==> src/rtl/pito_test_monitor.sv <==
// pito_test_monitor: multi-hart end-of-test monitor snooping tohost writes beside rv32_core.
// Define PITO_MON_STALL_EN to add per-hart retire-gap (stall) detection.
module pito_test_monitor #(
  parameter int unsigned NUM_HARTS      = 8,
  parameter int unsigned TIMEOUT_CYCLES = 10000,
  parameter int unsigned CNT_W          = 32,
  parameter int unsigned STALL_CYCLES   = 1024,
  localparam int unsigned HW            = (NUM_HARTS > 1) ? $clog2(NUM_HARTS) : 1
) (
  input  logic                 clk,
  input  logic                 rst_n,
  input  logic                 start,
  input  logic                 tohost_valid,
  input  logic [HW-1:0]        tohost_hart,
  input  logic [31:0]          tohost_data,
  input  logic [HW-1:0]        rd_hart,
`ifdef PITO_MON_STALL_EN
  input  logic [NUM_HARTS-1:0] hart_retire,
  output logic [NUM_HARTS-1:0] hart_stall,
`endif
  output logic [CNT_W-1:0]     rd_cycles,
  output logic [30:0]          rd_code,
  output logic [NUM_HARTS-1:0] hart_done,
  output logic [NUM_HARTS-1:0] hart_pass,
  output logic                 all_done,
  output logic                 all_pass,
  output logic                 timeout,
  output logic                 busy
);

  localparam int unsigned WD_W = $clog2(TIMEOUT_CYCLES + 1);

  if (NUM_HARTS < 1 || NUM_HARTS > 16 || TIMEOUT_CYCLES < 1 || CNT_W < 1 ||
      STALL_CYCLES < 1) begin : g_bad_params
    $error("pito_test_monitor: illegal parameter value");
  end

  typedef enum logic [1:0] {StIdle, StRun, StDone, StTimeout} state_e;

  state_e               state_q, state_d;
  logic [WD_W-1:0]      wd_q, wd_d;
  logic [NUM_HARTS-1:0] done_q, done_d, pass_q, pass_d;
  logic [30:0]          code_q [NUM_HARTS];
  logic [30:0]          code_d [NUM_HARTS];
  logic [CNT_W-1:0]     cnt_q  [NUM_HARTS];
  logic [CNT_W-1:0]     cnt_d  [NUM_HARTS];
  logic [NUM_HARTS-1:0] wr_hit, stall_hit;
  logic                 running, clear;
  logic [1:0]           rst_sync_q;
  logic                 rst_int_n;

  // Assert asynchronously, release two clocks after rst_n rises.
  always_ff @(posedge clk or negedge rst_n) begin
    if (!rst_n) rst_sync_q <= 2'b00;
    else        rst_sync_q <= {rst_sync_q[0], 1'b1};
  end
  assign rst_int_n = rst_sync_q[1];

  assign running = (state_q == StRun);
  assign clear   = start && (state_q != StRun);

  always_comb begin
    wr_hit = '0;
    for (int unsigned h = 0; h < NUM_HARTS; h++) begin
      wr_hit[h] = running && tohost_valid && tohost_data[0] &&
                  (32'(tohost_hart) == h) && !done_q[h];
    end
  end

`ifdef PITO_MON_STALL_EN
  localparam int unsigned GAP_W = $clog2(STALL_CYCLES + 1);

  logic [GAP_W-1:0]     gap_q [NUM_HARTS];
  logic [GAP_W-1:0]     gap_d [NUM_HARTS];
  logic [NUM_HARTS-1:0] stall_q, stall_d;

  always_comb begin
    gap_d     = gap_q;
    stall_d   = stall_q;
    stall_hit = '0;
    for (int unsigned h = 0; h < NUM_HARTS; h++) begin
      if (clear) begin
        gap_d[h]   = '0;
        stall_d[h] = 1'b0;
      end else if (running && !done_q[h]) begin
        if (hart_retire[h]) begin
          gap_d[h] = '0;
        end else if (gap_q[h] == GAP_W'(STALL_CYCLES - 1)) begin
          // A tohost termination in the same cycle takes precedence.
          stall_hit[h] = !wr_hit[h];
          stall_d[h]   = !wr_hit[h];
        end else begin
          gap_d[h] = gap_q[h] + GAP_W'(1);
        end
      end
    end
  end

  always_ff @(posedge clk or negedge rst_int_n) begin
    if (!rst_int_n) begin
      stall_q <= '0;
      for (int unsigned h = 0; h < NUM_HARTS; h++) gap_q[h] <= '0;
    end else begin
      stall_q <= stall_d;
      gap_q   <= gap_d;
    end
  end

  assign hart_stall = stall_q;
`else
  assign stall_hit = '0;
`endif

  always_comb begin
    done_d = done_q;
    pass_d = pass_q;
    code_d = code_q;
    cnt_d  = cnt_q;
    for (int unsigned h = 0; h < NUM_HARTS; h++) begin
      if (clear) begin
        done_d[h] = 1'b0;
        pass_d[h] = 1'b0;
        code_d[h] = '0;
        cnt_d[h]  = '0;
      end else if (running && !done_q[h]) begin
        if (wr_hit[h]) begin
          done_d[h] = 1'b1;
          pass_d[h] = (tohost_data == 32'd1);
          code_d[h] = tohost_data[31:1];
        end else if (stall_hit[h]) begin
          done_d[h] = 1'b1;
          pass_d[h] = 1'b0;
          code_d[h] = '1;
        end else if (cnt_q[h] != '1) begin
          cnt_d[h] = cnt_q[h] + CNT_W'(1);
        end
      end
    end
  end

  always_comb begin
    state_d = state_q;
    wd_d    = wd_q;
    unique case (state_q)
      StIdle, StDone, StTimeout: begin
        if (start) begin
          state_d = StRun;
          wd_d    = '0;
        end
      end
      StRun: begin
        wd_d = wd_q + WD_W'(1);
        // Using done_d lets a termination on the expiry cycle win over the watchdog.
        if (&done_q) begin
          state_d = StDone;
        end else if (wd_q == WD_W'(TIMEOUT_CYCLES - 1) && !(&done_d)) begin
          state_d = StTimeout;
        end
      end
      default: state_d = StIdle;
    endcase
  end

  always_ff @(posedge clk or negedge rst_int_n) begin
    if (!rst_int_n) begin
      state_q <= StIdle;
      wd_q    <= '0;
      done_q  <= '0;
      pass_q  <= '0;
      for (int unsigned h = 0; h < NUM_HARTS; h++) begin
        code_q[h] <= '0;
        cnt_q[h]  <= '0;
      end
    end else begin
      state_q <= state_d;
      wd_q    <= wd_d;
      done_q  <= done_d;
      pass_q  <= pass_d;
      code_q  <= code_d;
      cnt_q   <= cnt_d;
    end
  end

  always_comb begin
    rd_cycles = '0;
    rd_code   = '0;
    for (int unsigned h = 0; h < NUM_HARTS; h++) begin
      if (32'(rd_hart) == h) begin
        rd_cycles = cnt_q[h];
        rd_code   = code_q[h];
      end
    end
  end

  assign hart_done = done_q;
  assign hart_pass = pass_q;
  assign busy      = (state_q == StRun);
  assign all_done  = (state_q == StDone);
  assign all_pass  = (state_q == StDone) && (&pass_q);
  assign timeout   = (state_q == StTimeout);

endmodule

==> config.mk <==
export PLATFORM = sky130hd
export DESIGN_NAME = pito_test_monitor
export DESIGN_NICKNAME = d
export VERILOG_FILES = /design/src/rtl/pito_test_monitor.sv
export SDC_FILE = /design/constraint.sdc
export NUM_CORES = 1
export LEC_CHECK = 0
export BUFFER_PORTS_ARGS = -buffer_cell sky130_fd_sc_hd__buf_4
export CORE_MARGIN = 2
export CORE_UTILIZATION = 48
export CTS_BUF_LIST = sky130_fd_sc_hd__clkbuf_8 sky130_fd_sc_hd__clkbuf_16
export CTS_CLUSTER_SIZE = 16
export DETAILED_ROUTE_END_ITERATION = 8
export GPL_TIMING_DRIVEN = 1
export PLACE_DENSITY_LB_ADDON = 0.08
export SYNTH_ARGS = -nofsm -noshare
export SYNTH_HDL_FRONTEND = slang
export SYNTH_SLANG_ARGS = --single-unit
==> constraint.sdc <==
create_clock -name clk -period 18.3 [get_ports clk]
set_input_delay 0.915 -clock clk [delete_from_list [all_inputs] [get_ports clk]]
set_output_delay 0.915 -clock clk [all_outputs]
set_load 0.02 [all_outputs]
### Word-level counts from Yosys, hierarchy flattened

Cells that the tools add are included.

| operators by class | value |
|---|---|
| reductions and logical operators | 86 |
| add/subtract/negate cells | 9 |
| equal/unequal tests | 38 |
| mux-type cells | 126 |

Operator list:

| kind | number |
|---|---|
| 32-bit 2-to-1 mux | 40 |
| 31-bit 2-to-1 mux | 32 |
| 32-bit by 1-bit adder with 32-bit output (second input constant) | 8 |
| 32-bit inequality test (second input constant) | 8 |
| 1-bit 2-to-1 mux | 48 |
| 2-bit nonzero test | 24 |
| 32-bit by 1-bit == test with 1-bit output (second input constant) | 1 |
| 1-bit logical AND | 29 |
| 14-bit one-hot mux with 2 select lines | 1 |
| 3-bit == test (second input constant) | 8 |
| 3-bit AND reduction | 8 |
| 8-bit AND reduction | 3 |
| 2-bit by 1-bit inequality test with 1-bit output (second input constant) | 9 |
| 2-bit AND reduction | 9 |
| 14-bit by 1-bit adder with 14-bit output (second input constant) | 1 |
| 14-bit == test (second input constant) | 1 |
| 14-bit 2-to-1 mux | 1 |
| 3-bit by 2-bit == test with 1-bit output (second input constant) | 4 |
| 1-bit zero test | 9 |
| 3-bit by 1-bit == test with 1-bit output (second input constant) | 2 |
| 3-bit zero test | 2 |
| 2-bit 2-to-1 mux | 3 |
| 2-bit == test (second input constant) | 2 |
| 2-bit one-hot mux with 2 select lines | 1 |
| other kinds (5) | 5 |

| word-level totals | value |
|---|---|
| word-level logic and storage cells | 287 |
| input bits | 42 |
| bits in registers | 538 |
| output and inout port bits | 83 |

### Depth between registers and ports, before layout

| logic depth | value |
|---|---|
| depth after elaboration | 14 |
| mapped depth | 9 |
| mapped depth without buffers | 6 |

### Worst setup path before layout

Ideal clock, no wire load.

| path | value |
|---|---|
| path kind | input to output |
| start point | input rd_hart[1] |
| end point | output rd_code[13] |
| stages on the path | 8 |
| slack | 14.620 ns |
| buffers on the path | 4 |
| data arrival time | 2.765 ns |
| required time | 17.385 ns |
| path through | clkbuf_1 -> buf_2 -> clkbuf_1 -> clkbuf_1 -> nor2_1 -> o22ai_1 -> a21oi_1 -> o21ai_0 |

| between the ends | value |
|---|---|
| cells in the longest elaborated chain, start to end | 9 |
| elaborated cells on any way between the ends | 16 |
| those cells by class | eq/ne (7); mux (8); reduce/logical (1) |

Ends and longest elaborated chain:

| what | RTL line | RTL |
|---|---|---|
| from (decl) | 16 | `input logic [HW-1:0] rd_hart,` |
| 3-bit zero test | 188 | `if (32'(rd_hart) == h) begin` |
| 31-bit 2-to-1 mux (7 in series) | 188 |  |
| 31-bit 2-to-1 mux * | 188 |  |
| to (decl) | 22 | `output logic [30:0] rd_code,` |

Every way passes the cells marked *; elsewhere a longest branch is shown, timed or not.

### Worst setup path in the final report

| path | value |
|---|---|
| start point | input rd_hart[1] |
| end point | output rd_cycles[5] |

| between the ends | value |
|---|---|
| cells in the longest elaborated chain, start to end | 9 |
| elaborated cells on any way between the ends | 16 |
| those cells by class | eq/ne (7); mux (8); reduce/logical (1) |

Ends and longest elaborated chain:

| what | RTL line | RTL |
|---|---|---|
| 3-bit zero test | 188 |  |
| 32-bit 2-to-1 mux (7 in series) | 188 |  |
| 32-bit 2-to-1 mux * | 188 |  |
| to (decl) | 21 | `output logic [CNT_W-1:0] rd_cycles,` |

Marked as above.

==> metrics.txt <==
gr ovfl total=0; TritonCTS Buffers=60; 1st-pass router iterations=6; Die W=253.0 um; fin crit share=0.2965; register area share after synthesis=0.4522; max_slew headroom=0.02392; Req. time, crit path=17.39 ns; CP endpoint kind=primary output; total track usage=0.3280; cell count after synthesis=3462; number of global-route vias before repair=26780; startpoint class of the critical path=primary input; Mapped Area=29770 um^2; share of cells above drive strength 1=0.1119; Core Area=61480 um^2; Most used DFF post-synth=dfrtp_1; clk_lat worst skew=0.65 ns; DR iter-0 viols=3117; first-pass GRT wire length=161.6 mm; RSZ-0062 raised after global routing=false; fin crit period=5.426 ns; main area contributors after synthesis=dfrtp_1 45%, nand2_1 9.5%, a21oi_1 7.3%; clock skew=0.02402 ns; most frequent cells in the layout=752 x nand2_1, 537 x dfrtp_1, 436 x a21oi_1; TNS Setup=0 ns; crit path max fanout=55; CTS tree=yes; die area=64030 um^2; antenna cells=0; R2R setup slack=14.51 ns; Seq cells post-synth=538; power density cells=125.7 nW/um^2; H-tree Lvls=2; setup bufs post-CTS=0; Core Util, Final=0.5397; routed length per instance=24.86 um; Final ANT Viol Nets=0; area leader, netlist=dfrtp_1; commonest non-fill, non-tap cell in the layout=nand2_1; measured slew at the worst slew-check pin=1.458 ns; DR vias/cell=6.596; Routability Congestion=0.9744; io pins=125; r2r endpoint=hart_pass[4]$_DFFE_PN0P_; Rows=91; Residual DRC=0; nets@finish=3480; end of the critical path=rd_cycles[5]; post-synth top area share=0.4522; DIE HEIGHT=253.0 um; syn nets=3513; CTS sink cnt=538; Critical Path AT=4.51 ns; post-CTS sizing=0; pin count of the biggest net entering global routing=153; Via Count=28130; hold slack=0.05398 ns; final hold viol count=0; synth warn=0; Clk Tree Root Cell=clkbuf_16; Design Power=4171 uW; fmax=0.1843 GHz; Layout area overhead=11.47%; initial antenna violation count=3; status=completed; r2r startpoint=state_q[1]$_DFFE_PN0P_; CTS Buffer Depth=3; Clock transition at path regs=0.05 ns; Filler Cells Inserted=5584; FF-to-FF path depth=7; Final Setup Violations=0; Max Slew Vio Count=0; Port Buffers=124; Crit Path Class=in2out; Leak Pwr=0.01360 uW; Starting Density=0.4842; post-DP HPWL=69.44 mm; Peak VDD IR=0.09048 mV; EDFF count, synth=0; CP startpoint=rd_hart[1]; Avg Cell Area, Syn=8.599 um^2; Synth cell types=77; Max-Cap Viols=0; hold-fix buffers at CTS=0; asr flop ratio synth=1.000; Hold Crit Class=in2async; Post-Route WL=106.0 mm
## registers in the layout, indices dropped and copies added (netlist names)
register    count
cnt_q         256
code_q        248
wd_q           14
hart_done       8
hart_pass       8
rst_sync_q      2
state_q         2
## where the power goes
group | internal (uW) | total [uW] | switching (uW) | leakage [uW]
Combinational | 420 | 1070 | 646 | 0.00533
Clock | 733 | 1250 | 522 | 0.00106
Sequential | 1530 | 1850 | 325 | 0.00721
## worst max-delay path: stages
cell	delay [ns]
buf_4	0.20
buf_4	0.70
buf_4	0.58
nor2b_4	0.23
buf_4	0.65
a22oi_1	0.21
o22a_1	0.22
a31oi_1	0.46
buf_4	0.25
## kinds of logic after synthesis
family	synth area share
simple gates	0.2459
flops	0.4522
mux	0.05892
buf+inv	0.04123
compound gates	0.1940
other cells	0.0001260
fa+ha+maj	0.003783
xor+xnor	0.003825
## worst min-delay path by stage
stage | from | endpoint | slack, ns | cells past startpoint
3_5_place_dp | rst_sync_q[0]$_DFF_PN0_ | rst_sync_q[1]$_DFF_PN0_ | 0.33 | 0
2_1_floorplan | rst_sync_q[0]$_DFF_PN0_ | rst_sync_q[1]$_DFF_PN0_ | 0.33 | 0
3_3_place_gp | rst_sync_q[0]$_DFF_PN0_ | rst_sync_q[1]$_DFF_PN0_ | 0.34 | 0
5_1_grt | rst_n | rst_sync_q[1]$_DFF_PN0_ | 0.04 | 1
6_report | rst_n | rst_sync_q[1]$_DFF_PN0_ | 0.05 | 1
4_1_cts | rst_n | rst_sync_q[1]$_DFF_PN0_ | 0.03 | 1
## cells in the mapped netlist (7+ instances only)
cell type and count:
and2_1 14, o211ai_1 41, dfrtp_1 538, o311ai_0 11, nand4_1 79, inv_1 37
o41ai_1 9, a211oi_1 7, o31ai_1 104, nor4b_1 11, nor4_1 33, nand2_1 753
and4_1 34, or3_1 85, nor2_1 147, a21oi_1 436, a22oi_1 68, nand3_1 122
or4_1 89, buf_2 29, a31oi_1 8, nor3b_1 9, ha_1 9, o21ai_0 147
mux2_2 34, clkbuf_1 219, nand2b_1 30, o2111ai_1 7, nor3_1 28, o22ai_1 65
buf_1 15, and3_1 43, xor2_1 9, mux2i_1 65, mux4_2 32
## stage by stage
stage	setup slack, ns	instances	cell area, um^2
finish	12.87	4265	33180
global route	12.78	4265	33180
CTS	13.04	4265	33170
detailed placement	13.04	4157	31130
global placement	13.09	4157	31130
floorplan	2.194	3462	29770
## final cells by class
cell class	instances	area (um^2)	share of cell area
well taps	790	988.4	0.02979
inverters	38	142.6	0.004298
flip-flops and latches	538	13470	0.4058
clock inverters	29	265.3	0.007993
repair buffers	175	1326	0.03997
clock buffers	79	1774	0.05347
multi-input cells	2616	15220	0.4587
## layer usage
metal / routed length [um] / track usage / up-vias
li1: - / - / 12590
met1: 42250 / 0.4277 / 13940
met2: 48420 / 0.5142 / 1277
met3: 8404 / 0.05407 / 315
met4: 6906 / 0.1986 / 6
met5: 41 / 0 / -
Power figures use the tool's default switching activity.
